File: src/rtl/ghost_pkg.sv
// Shared types and helpers for the ghost movement engine.
package ghost_pkg;

  typedef enum logic [2:0] {
    DIR_NONE = 3'd0,
    DIR_L    = 3'd1,
    DIR_R    = 3'd2,
    DIR_D    = 3'd3,
    DIR_U    = 3'd4
  } dir_t;

  typedef enum logic [1:0] {
    MODE_HOME    = 2'd0,
    MODE_ROAM    = 2'd1,
    MODE_FRIGHT  = 2'd2,
    MODE_RESPAWN = 2'd3
  } mode_t;

  localparam logic [7:0] KEY_L = 8'h07;
  localparam logic [7:0] KEY_R = 8'h16;
  localparam logic [7:0] KEY_D = 8'h1A;
  localparam logic [7:0] KEY_U = 8'h04;

  function automatic dir_t reverse_dir(input dir_t d);
    case (d)
      DIR_L:   return DIR_R;
      DIR_R:   return DIR_L;
      DIR_D:   return DIR_U;
      DIR_U:   return DIR_D;
      default: return DIR_NONE;
    endcase
  endfunction

  function automatic dir_t decode_key(input logic [7:0] k);
    case (k)
      KEY_L:   return DIR_L;
      KEY_R:   return DIR_R;
      KEY_D:   return DIR_D;
      KEY_U:   return DIR_U;
      default: return DIR_NONE;
    endcase
  endfunction

endpackage

File: src/rtl/ghost_mover_tick_sync.sv
// Two-flop synchroniser with registered rising-edge pulse (one clock wide).
module tick_sync (
  input  logic i_clk,
  input  logic i_rst_n,
  input  logic i_async,
  output logic o_tick
);

  logic r_sync1;
  logic r_sync2;
  logic r_prev;

  always_ff @(posedge i_clk or negedge i_rst_n) begin
    if (!i_rst_n) begin
      r_sync1 <= 1'b0;
      r_sync2 <= 1'b0;
      r_prev  <= 1'b0;
      o_tick  <= 1'b0;
    end else begin
      r_sync1 <= i_async;
      r_sync2 <= r_sync1;
      r_prev  <= r_sync2;
      o_tick  <= r_sync2 & ~r_prev;
    end
  end

endmodule

File: src/rtl/ghost_mover.sv
// Per-ghost movement engine: buffered turns, tunnel wrap, home/fright/respawn modes.
module ghost_mover
  import ghost_pkg::*;
#(
  parameter int unsigned X_CENTER     = 204,
  parameter int unsigned Y_CENTER     = 80,
  parameter int unsigned SIZE         = 13,
  parameter int unsigned X_MIN        = 7,
  parameter int unsigned X_MAX        = 396,
  parameter int unsigned Y_MIN        = 7,
  parameter int unsigned Y_MAX        = 440,
  parameter int unsigned STEP         = 1,
  parameter int unsigned RELEASE_SECS = 2,
  parameter int unsigned RESPAWN_SECS = 3,
  parameter int unsigned FRIGHT_SECS  = 6,
  parameter int unsigned BLINK_SECS   = 2,
  parameter int unsigned TUN_Y_MIN    = 195,
  parameter int unsigned TUN_Y_MAX    = 223,
  parameter int unsigned TUN_L_X      = 10,
  parameter int unsigned TUN_R_X      = 390,
  parameter int unsigned TUN_L_DEST   = 15,
  parameter int unsigned TUN_R_DEST   = 385
) (
  input  logic       Clk,
  input  logic       Reset_n,
  input  logic       frame_clk,
  input  logic       sec,
  input  logic       pause,
  input  logic       fright_req,
  input  logic       eaten,
  input  logic [7:0] dir_code,
  input  logic [4:0] mapL,
  input  logic [4:0] mapR,
  input  logic [4:0] mapB,
  input  logic [4:0] mapT,
  output logic [9:0] ghostX,
  output logic [9:0] ghostY,
  output logic [9:0] ghostS,
  output logic [2:0] dir,
  output logic [1:0] mode,
  output logic       blink
);

  // x-SIZE > X_MIN rewritten as x > X_MIN+SIZE so nothing can underflow
  localparam logic [10:0] L_LIM = 11'(X_MIN + SIZE);
  localparam logic [10:0] U_LIM = 11'(Y_MIN + SIZE);

  logic       w_tick_f, w_tick_s;
  dir_t       w_key, w_next_dir;
  logic       w_band, w_open_l, w_open_r, w_open_d, w_open_u;
  logic       w_adopt, w_wrap_l, w_wrap_r, w_eat, w_fright, w_move;
  logic [9:0] w_next_x, w_next_y;

  mode_t      r_mode;
  dir_t       r_dir, r_pend;
  logic [9:0] r_x, r_y;
  logic [7:0] r_timer;
  logic       r_toggle, r_blink;

  tick_sync u_sync_f (.i_clk(Clk), .i_rst_n(Reset_n), .i_async(frame_clk), .o_tick(w_tick_f));
  tick_sync u_sync_s (.i_clk(Clk), .i_rst_n(Reset_n), .i_async(sec),       .o_tick(w_tick_s));

  function automatic logic open_sel(input dir_t d, input logic l, input logic r,
                                    input logic dn, input logic u);
    case (d)
      DIR_L:   return l;
      DIR_R:   return r;
      DIR_D:   return dn;
      DIR_U:   return u;
      default: return 1'b0;
    endcase
  endfunction

  always_comb begin
    w_key  = decode_key(dir_code);
    w_band = (r_y >= 10'(TUN_Y_MIN)) && (r_y <= 10'(TUN_Y_MAX));
    // Horizontal borders are waived inside the tunnel row so the ghost can reach the wrap triggers.
    w_open_l = (mapL == '0) && (w_band || ({1'b0, r_x} > L_LIM));
    w_open_r = (mapR == '0) && (w_band || (({1'b0, r_x} + 11'(SIZE)) < 11'(X_MAX)));
    w_open_d = (mapB == '0) && (({1'b0, r_y} + 11'(SIZE)) < 11'(Y_MAX));
    w_open_u = (mapT == '0) && ({1'b0, r_y} > U_LIM);
    w_adopt  = (r_pend != DIR_NONE) && open_sel(r_pend, w_open_l, w_open_r, w_open_d, w_open_u);
    if (w_adopt)
      w_next_dir = r_pend;
    else if (open_sel(r_dir, w_open_l, w_open_r, w_open_d, w_open_u))
      w_next_dir = r_dir;
    else
      w_next_dir = DIR_NONE;
    w_wrap_l = w_band && (r_x <= 10'(TUN_L_X));
    w_wrap_r = w_band && (r_x >= 10'(TUN_R_X));
    w_next_x = r_x;
    w_next_y = r_y;
    if (w_wrap_l)
      w_next_x = 10'(TUN_R_DEST);
    else if (w_wrap_r)
      w_next_x = 10'(TUN_L_DEST);
    else begin
      case (w_next_dir)
        DIR_L:   w_next_x = r_x - 10'(STEP);
        DIR_R:   w_next_x = r_x + 10'(STEP);
        DIR_D:   w_next_y = r_y + 10'(STEP);
        DIR_U:   w_next_y = r_y - 10'(STEP);
        default: ;
      endcase
    end
    w_eat    = eaten && (r_mode == MODE_FRIGHT);
    w_fright = fright_req && ((r_mode == MODE_ROAM) || (r_mode == MODE_FRIGHT));
    w_move   = w_tick_f && ((r_mode == MODE_ROAM) || ((r_mode == MODE_FRIGHT) && r_toggle));
  end

  always_ff @(posedge Clk or negedge Reset_n) begin
    if (!Reset_n) begin
      r_mode   <= MODE_HOME;
      r_x      <= 10'(X_CENTER);
      r_y      <= 10'(Y_CENTER);
      r_dir    <= DIR_NONE;
      r_pend   <= DIR_NONE;
      r_blink  <= 1'b0;
      r_timer  <= 8'(RELEASE_SECS);
      r_toggle <= 1'b0;
    end else if (!pause) begin
      if (w_key != DIR_NONE) r_pend <= w_key;
      if (w_eat) begin
        r_mode  <= MODE_RESPAWN;
        r_x     <= 10'(X_CENTER);
        r_y     <= 10'(Y_CENTER);
        r_dir   <= DIR_NONE;
        r_pend  <= DIR_NONE;
        r_blink <= 1'b0;
        r_timer <= 8'(RESPAWN_SECS);
      end else if (w_fright) begin
        // A mode request swallows any coincident frame tick.
        if (r_mode == MODE_ROAM) begin
          r_dir    <= reverse_dir(r_dir);
          r_toggle <= 1'b0;
        end
        r_mode  <= MODE_FRIGHT;
        r_timer <= 8'(FRIGHT_SECS);
        r_blink <= 1'b0;
      end else begin
        if (w_tick_s) begin
          case (r_mode)
            MODE_HOME, MODE_RESPAWN: begin
              if (r_timer < 8'd2) begin
                r_mode <= MODE_ROAM;
                r_dir  <= DIR_NONE;
              end else r_timer <= r_timer - 8'd1;
            end
            MODE_FRIGHT: begin
              if (r_timer < 8'd2) begin
                r_mode  <= MODE_ROAM;
                r_blink <= 1'b0;
              end else begin
                r_timer <= r_timer - 8'd1;
                r_blink <= (r_timer - 8'd1) <= 8'(BLINK_SECS);
              end
            end
            default: ;
          endcase
        end
        if (w_tick_f && (r_mode == MODE_FRIGHT)) r_toggle <= ~r_toggle;
        if (w_move) begin
          r_x <= w_next_x;
          r_y <= w_next_y;
          if (!w_wrap_l && !w_wrap_r) begin
            r_dir <= w_next_dir;
            if (w_adopt && (w_key == DIR_NONE)) r_pend <= DIR_NONE;
          end
        end
      end
    end
  end

  assign ghostX = r_x;
  assign ghostY = r_y;
  assign ghostS = 10'(SIZE);
  assign dir    = r_dir;
  assign mode   = r_mode;
  assign blink  = r_blink;

endmodule

File: config.mk
export PLATFORM = sky130hd
export DESIGN_NAME = ghost_mover
export DESIGN_NICKNAME = d
export VERILOG_FILES = /design/src/rtl/ghost_pkg.sv /design/src/rtl/ghost_mover_tick_sync.sv /design/src/rtl/ghost_mover.sv
export SDC_FILE = /design/constraint.sdc
export NUM_CORES = 1
export LEC_CHECK = 0
export BUFFER_PORTS_ARGS = -buffer_cell sky130_fd_sc_hd__buf_2
export CAP_MARGIN = 20
export CORE_MARGIN = 8
export CORE_UTILIZATION = 62
export CTS_BUF_LIST = sky130_fd_sc_hd__clkbuf_8
export CTS_CLUSTER_SIZE = 24
export DETAILED_ROUTE_END_ITERATION = 6
export GPL_ROUTABILITY_DRIVEN = 1
export PLACE_DENSITY = 0.88
export RECOVER_POWER = 50
export SLEW_MARGIN = 20
export SYNTH_ARGS = -nofsm -noshare
export SYNTH_HDL_FRONTEND = slang
export SYNTH_SLANG_ARGS = --single-unit
File: constraint.sdc
create_clock -name Clk -period 6.1 [get_ports Clk]
set_clock_uncertainty 0.05 [all_clocks]
set_input_delay 1.22 -clock Clk [delete_from_list [all_inputs] [get_ports Clk]]
set_output_delay 1.22 -clock Clk [all_outputs]
set_load 0.005 [all_outputs]
==> flow_summary.json <==
{
  "endpoint_kind": "register",
  "hold_viol_final": 0,
  "ioPinCount": 71,
  "rr_worst_depth": 15,
  "clock_latency_ns": 0.30,
  "r2r_start": "ghostY[0]$_DFFE_PN0P_",
  "synthFlopType": "dfrtp_1",
  "numCtsBuffers": 5,
  "dp_cells": 551,
  "num_vias": 3502,
  "h-tree-depth": 2,
  "core_area_um2": 5570,
  "cts_tree": "done",
  "drv_cap": 1,
  "ys_seq_elements": 46,
  "post_cts_buffers": 0,
  "crit_type": "primary input to register",
  "grt_usage": 0.209,
  "diodes": 0,
  "start_kind": "primary input",
  "p_int_uw": 748,
  "fin_setup_tns_ns": 0,
  "ys_warn_count": 0,
  "netSwitchingPower_uw": 551,
  "fin_cells": 559,
  "max_slew_margin": -0.637,
  "hold_class": "register to register",
  "seq_power_share": 0.372,
  "die_y_um": 92.2,
  "r2r-end": "ghostY[9]$_DFFE_PN0P_",
  "gr-total-overflow": 0,
  "seq_area_frac_synth": 0.322,
  "firstDrtPassIters": 7,
  "regArea_um2": 1160,
  "synth-edff-count": 0,
  "sw_frac_of_total": 0.424,
  "holdCritStartpoint": "u_sync_f.r_sync1$_DFF_PN0_",
  "final_antenna_net_count": 0,
  "cts.clk_slew.worst_paths_ns": 0.09,
  "clockRootBuffer": "clkbuf_8",
  "met1_length_um": 3690,
  "finalWirelength_um": 9040,
  "cp_max_fo": 13,
  "initial_core_util": 0.646,
  "wl_met3_um": 604,
  "clockBufferDepth": 2,
  "nFillCells": 447,
  "syn-cell-area_um2": 3600,
  "grt_pass1_wl_um": 14900,
  "cts.sinks": 46,
  "status": "finished with violations",
  "min_to": "u_sync_f.r_sync2$_DFF_PN0_",
  "fmax_mhz": 194,
  "syn_to_final_growth_pct": 11.3,
  "fin_crit_ns": 5.17,
  "power_density_nw_per_um2": 324,
  "pwr-share-clk": 0.177,
  "finalSetupViolations": 0,
  "violations": "capacitance limit, slew limit",
  "synth_cell_types": 70,
  "die_area_um2": 8500,
  "hold_depth": 0,
  "gp_congestion": 0.927,
  "grt_pass1_vias": 3424,
  "grt_max_degree": 47,
  "async_flop_share": 1.00,
  "antenna_found_initial": 0,
  "fin_crit_sh": 0.847,
  "slew_viol_final": 47,
  "tightest_slew_ns": 2.45,
  "leakagePower_uw": 0.00182,
  "vias_per_cell": 6.26,
  "row_count": 27,
  "synth_top_area_cell": "dfrtp_1",
  "multi_input_area_um2": 2270,
  "io_buffers": 60,
  "nets": 544,
  "ctsResizeCount": 0,
  "rrSetupSlack_ns": 1.22,
  "ir_drop_mv": 0.222,
  "dr.max_layer_used": "met4",
  "wire_per_inst_um": 16.2,
  "synthTopCellsByArea": "dfrtp_1, ha_1, dfstp_2",
  "synth_top_area_frac": 0.271,
  "grt_setup_unrepaired": "no",
  "p_comb_frac": 0.451,
  "synth.avg_cell_area_um2": 8.33,
  "drive_above_1_share": 0.179,
  "drt_iter0_drc": 309,
  "holdBufCountCts": 0,
  "wl_met2_um": 4530,
  "cp.required_ns": 6.20,
  "fp.dieW_um": 92.2,
  "arrival_ns": 5.27,
  "syn_inst": 432,
  "drc": 0,
  "dpl.hpwl_um": 6890
}
-- cell families (layout without fill, tap and decap cells) --
logic type	count (synthesis)	after routing	synth area share
compound gates	141	141	0.264
xor+xnor	15	15	0.0365
fa+ha+maj	23	23	0.0841
buf+inv	42	89	0.0553
flops	46	46	0.322
mux	2	2	0.00695
other cells	2	10	0.00209
simple gates	161	161	0.229
-- power by group through the flow --
stage | clock network, uW | logic (uW) | registers, uW
after floorplan | 0 | 464 | 442
after global placement | 0 | 561 | 478
after detailed placement | 0 | 575 | 485
after CTS | 234 | 581 | 479
after global routing | 245 | 656 | 493
final | 230 | 585 | 483
-- worst max-delay path, cell delays in order --
cell and delay, ns:
buf_2 0.10, or4_1 0.50, nor2_1 0.19, nand4_1 0.17
o31ai_2 0.79, ha_1 0.38, a21o_1 0.18, a21oi_1 0.22
o21ai_0 0.18, o41ai_1 0.42, o21ai_0 0.28, nor2b_1 0.20
nor4_1 0.20, o22a_1 0.17, o21ai_0 0.07
-- state kept, by name, summed over array words and instances (netlist names) --
signal,flops
ghostX,10
u_sync_f.r_sync1,1
r_pend,3
u_sync_s.o_tick,1
u_sync_s.r_sync2,1
u_sync_s.r_sync1,1
u_sync_f.o_tick,1
ghostY,10
u_sync_s.r_prev,1
dir,3
blink,1
r_toggle,1
u_sync_f.r_sync2,1
mode,2
r_timer,8
u_sync_f.r_prev,1
-- placed cells by master (no fill, tap or decap), types with 9 or more instances in the layout --
| cell | synthesis | final |
|---|---|---|
| ha_1 | 21 | 21 |
| inv_1 | 21 | 21 |
| nand2_1 | 38 | 38 |
| dfrtp_1 | 39 | 39 |
| buf_2 | 0 | 56 |
| a21oi_1 | 34 | 34 |
| nor2b_1 | 13 | 13 |
| o21ai_0 | 33 | 33 |
| a31oi_1 | 9 | 9 |
| nand3_1 | 9 | 9 |
| xnor2_1 | 9 | 9 |
| nor2_1 | 39 | 39 |
| conb_1 | 2 | 10 |
| nor3_1 | 14 | 14 |
-- worst max-delay path by stage --
stage,startpoint,endpoint,slack (ns),cells after the start
global placement,mapT[1],ghostY[9]$_DFFE_PN0P_,0.93,15
finish,mapT[1],ghostY[9]$_DFFE_PN0P_,0.93,15
CTS,mapT[1],ghostY[9]$_DFFE_PN0P_,1.01,15
global route,mapT[1],ghostY[9]$_DFFE_PN0P_,0.53,15
detailed placement,mapT[1],ghostY[9]$_DFFE_PN0P_,0.71,15
floorplan,mapT[1],ghostY[9]$_DFFE_PN0P_,1.34,14
-- layout make-up --
| cell class | count | share of cell area |
|---|---|---|
| multi-input combinational | 352 | 0.567 |
| sequential | 46 | 0.289 |
| timing repair buffer | 60 | 0.0737 |
| tap | 72 | 0.0225 |
| inverter | 21 | 0.0197 |
| clock buffer | 5 | 0.0172 |
| clock inverter | 3 | 0.0109 |
-- through the flow --
stage                     total power [uW]  setup slack, ns   util  hold slack, ns  cell area, um^2
final                                 1300            0.933  0.719           0.309             4010
after global routing                  1390            0.529  0.719           0.324             4010
after CTS                             1290             1.01  0.720           0.312             4010
after detailed placement              1060            0.707  0.700           0.293             3900
after global placement                1040            0.933  0.700           0.283             3900
after floorplan                        906             1.34      -           0.281             3630
-- metal layers --
| metal | GRT usage | up-vias |
|---|---|---|
| li1 | - | 1678 |
| met1 | 0.234 | 1645 |
| met2 | 0.371 | 147 |
| met3 | 0.0465 | 32 |
| met4 | 0.0886 | 0 |
| met5 | 0 | - |
-- synthesized netlist by cell type, drive strengths merged (5+ instances only) --
| library cell | n |
|---|---|
| dfrtp | 39 |
| nor2 | 41 |
| nand2 | 39 |
| o21ai | 36 |
| ha | 21 |
| inv | 21 |
| nand4 | 7 |
| nand2b | 5 |
| a31oi | 9 |
| clkbuf | 9 |
| nand3 | 10 |
| nor2b | 13 |
| and2 | 6 |
| xnor2 | 9 |
| nor3 | 15 |
| a21o | 7 |
| buf | 12 |
| nor4 | 7 |
| dfstp | 7 |
| o22a | 6 |
| xor2 | 6 |
| a21oi | 35 |
Note: power is estimated with default switching activity, not from simulation.
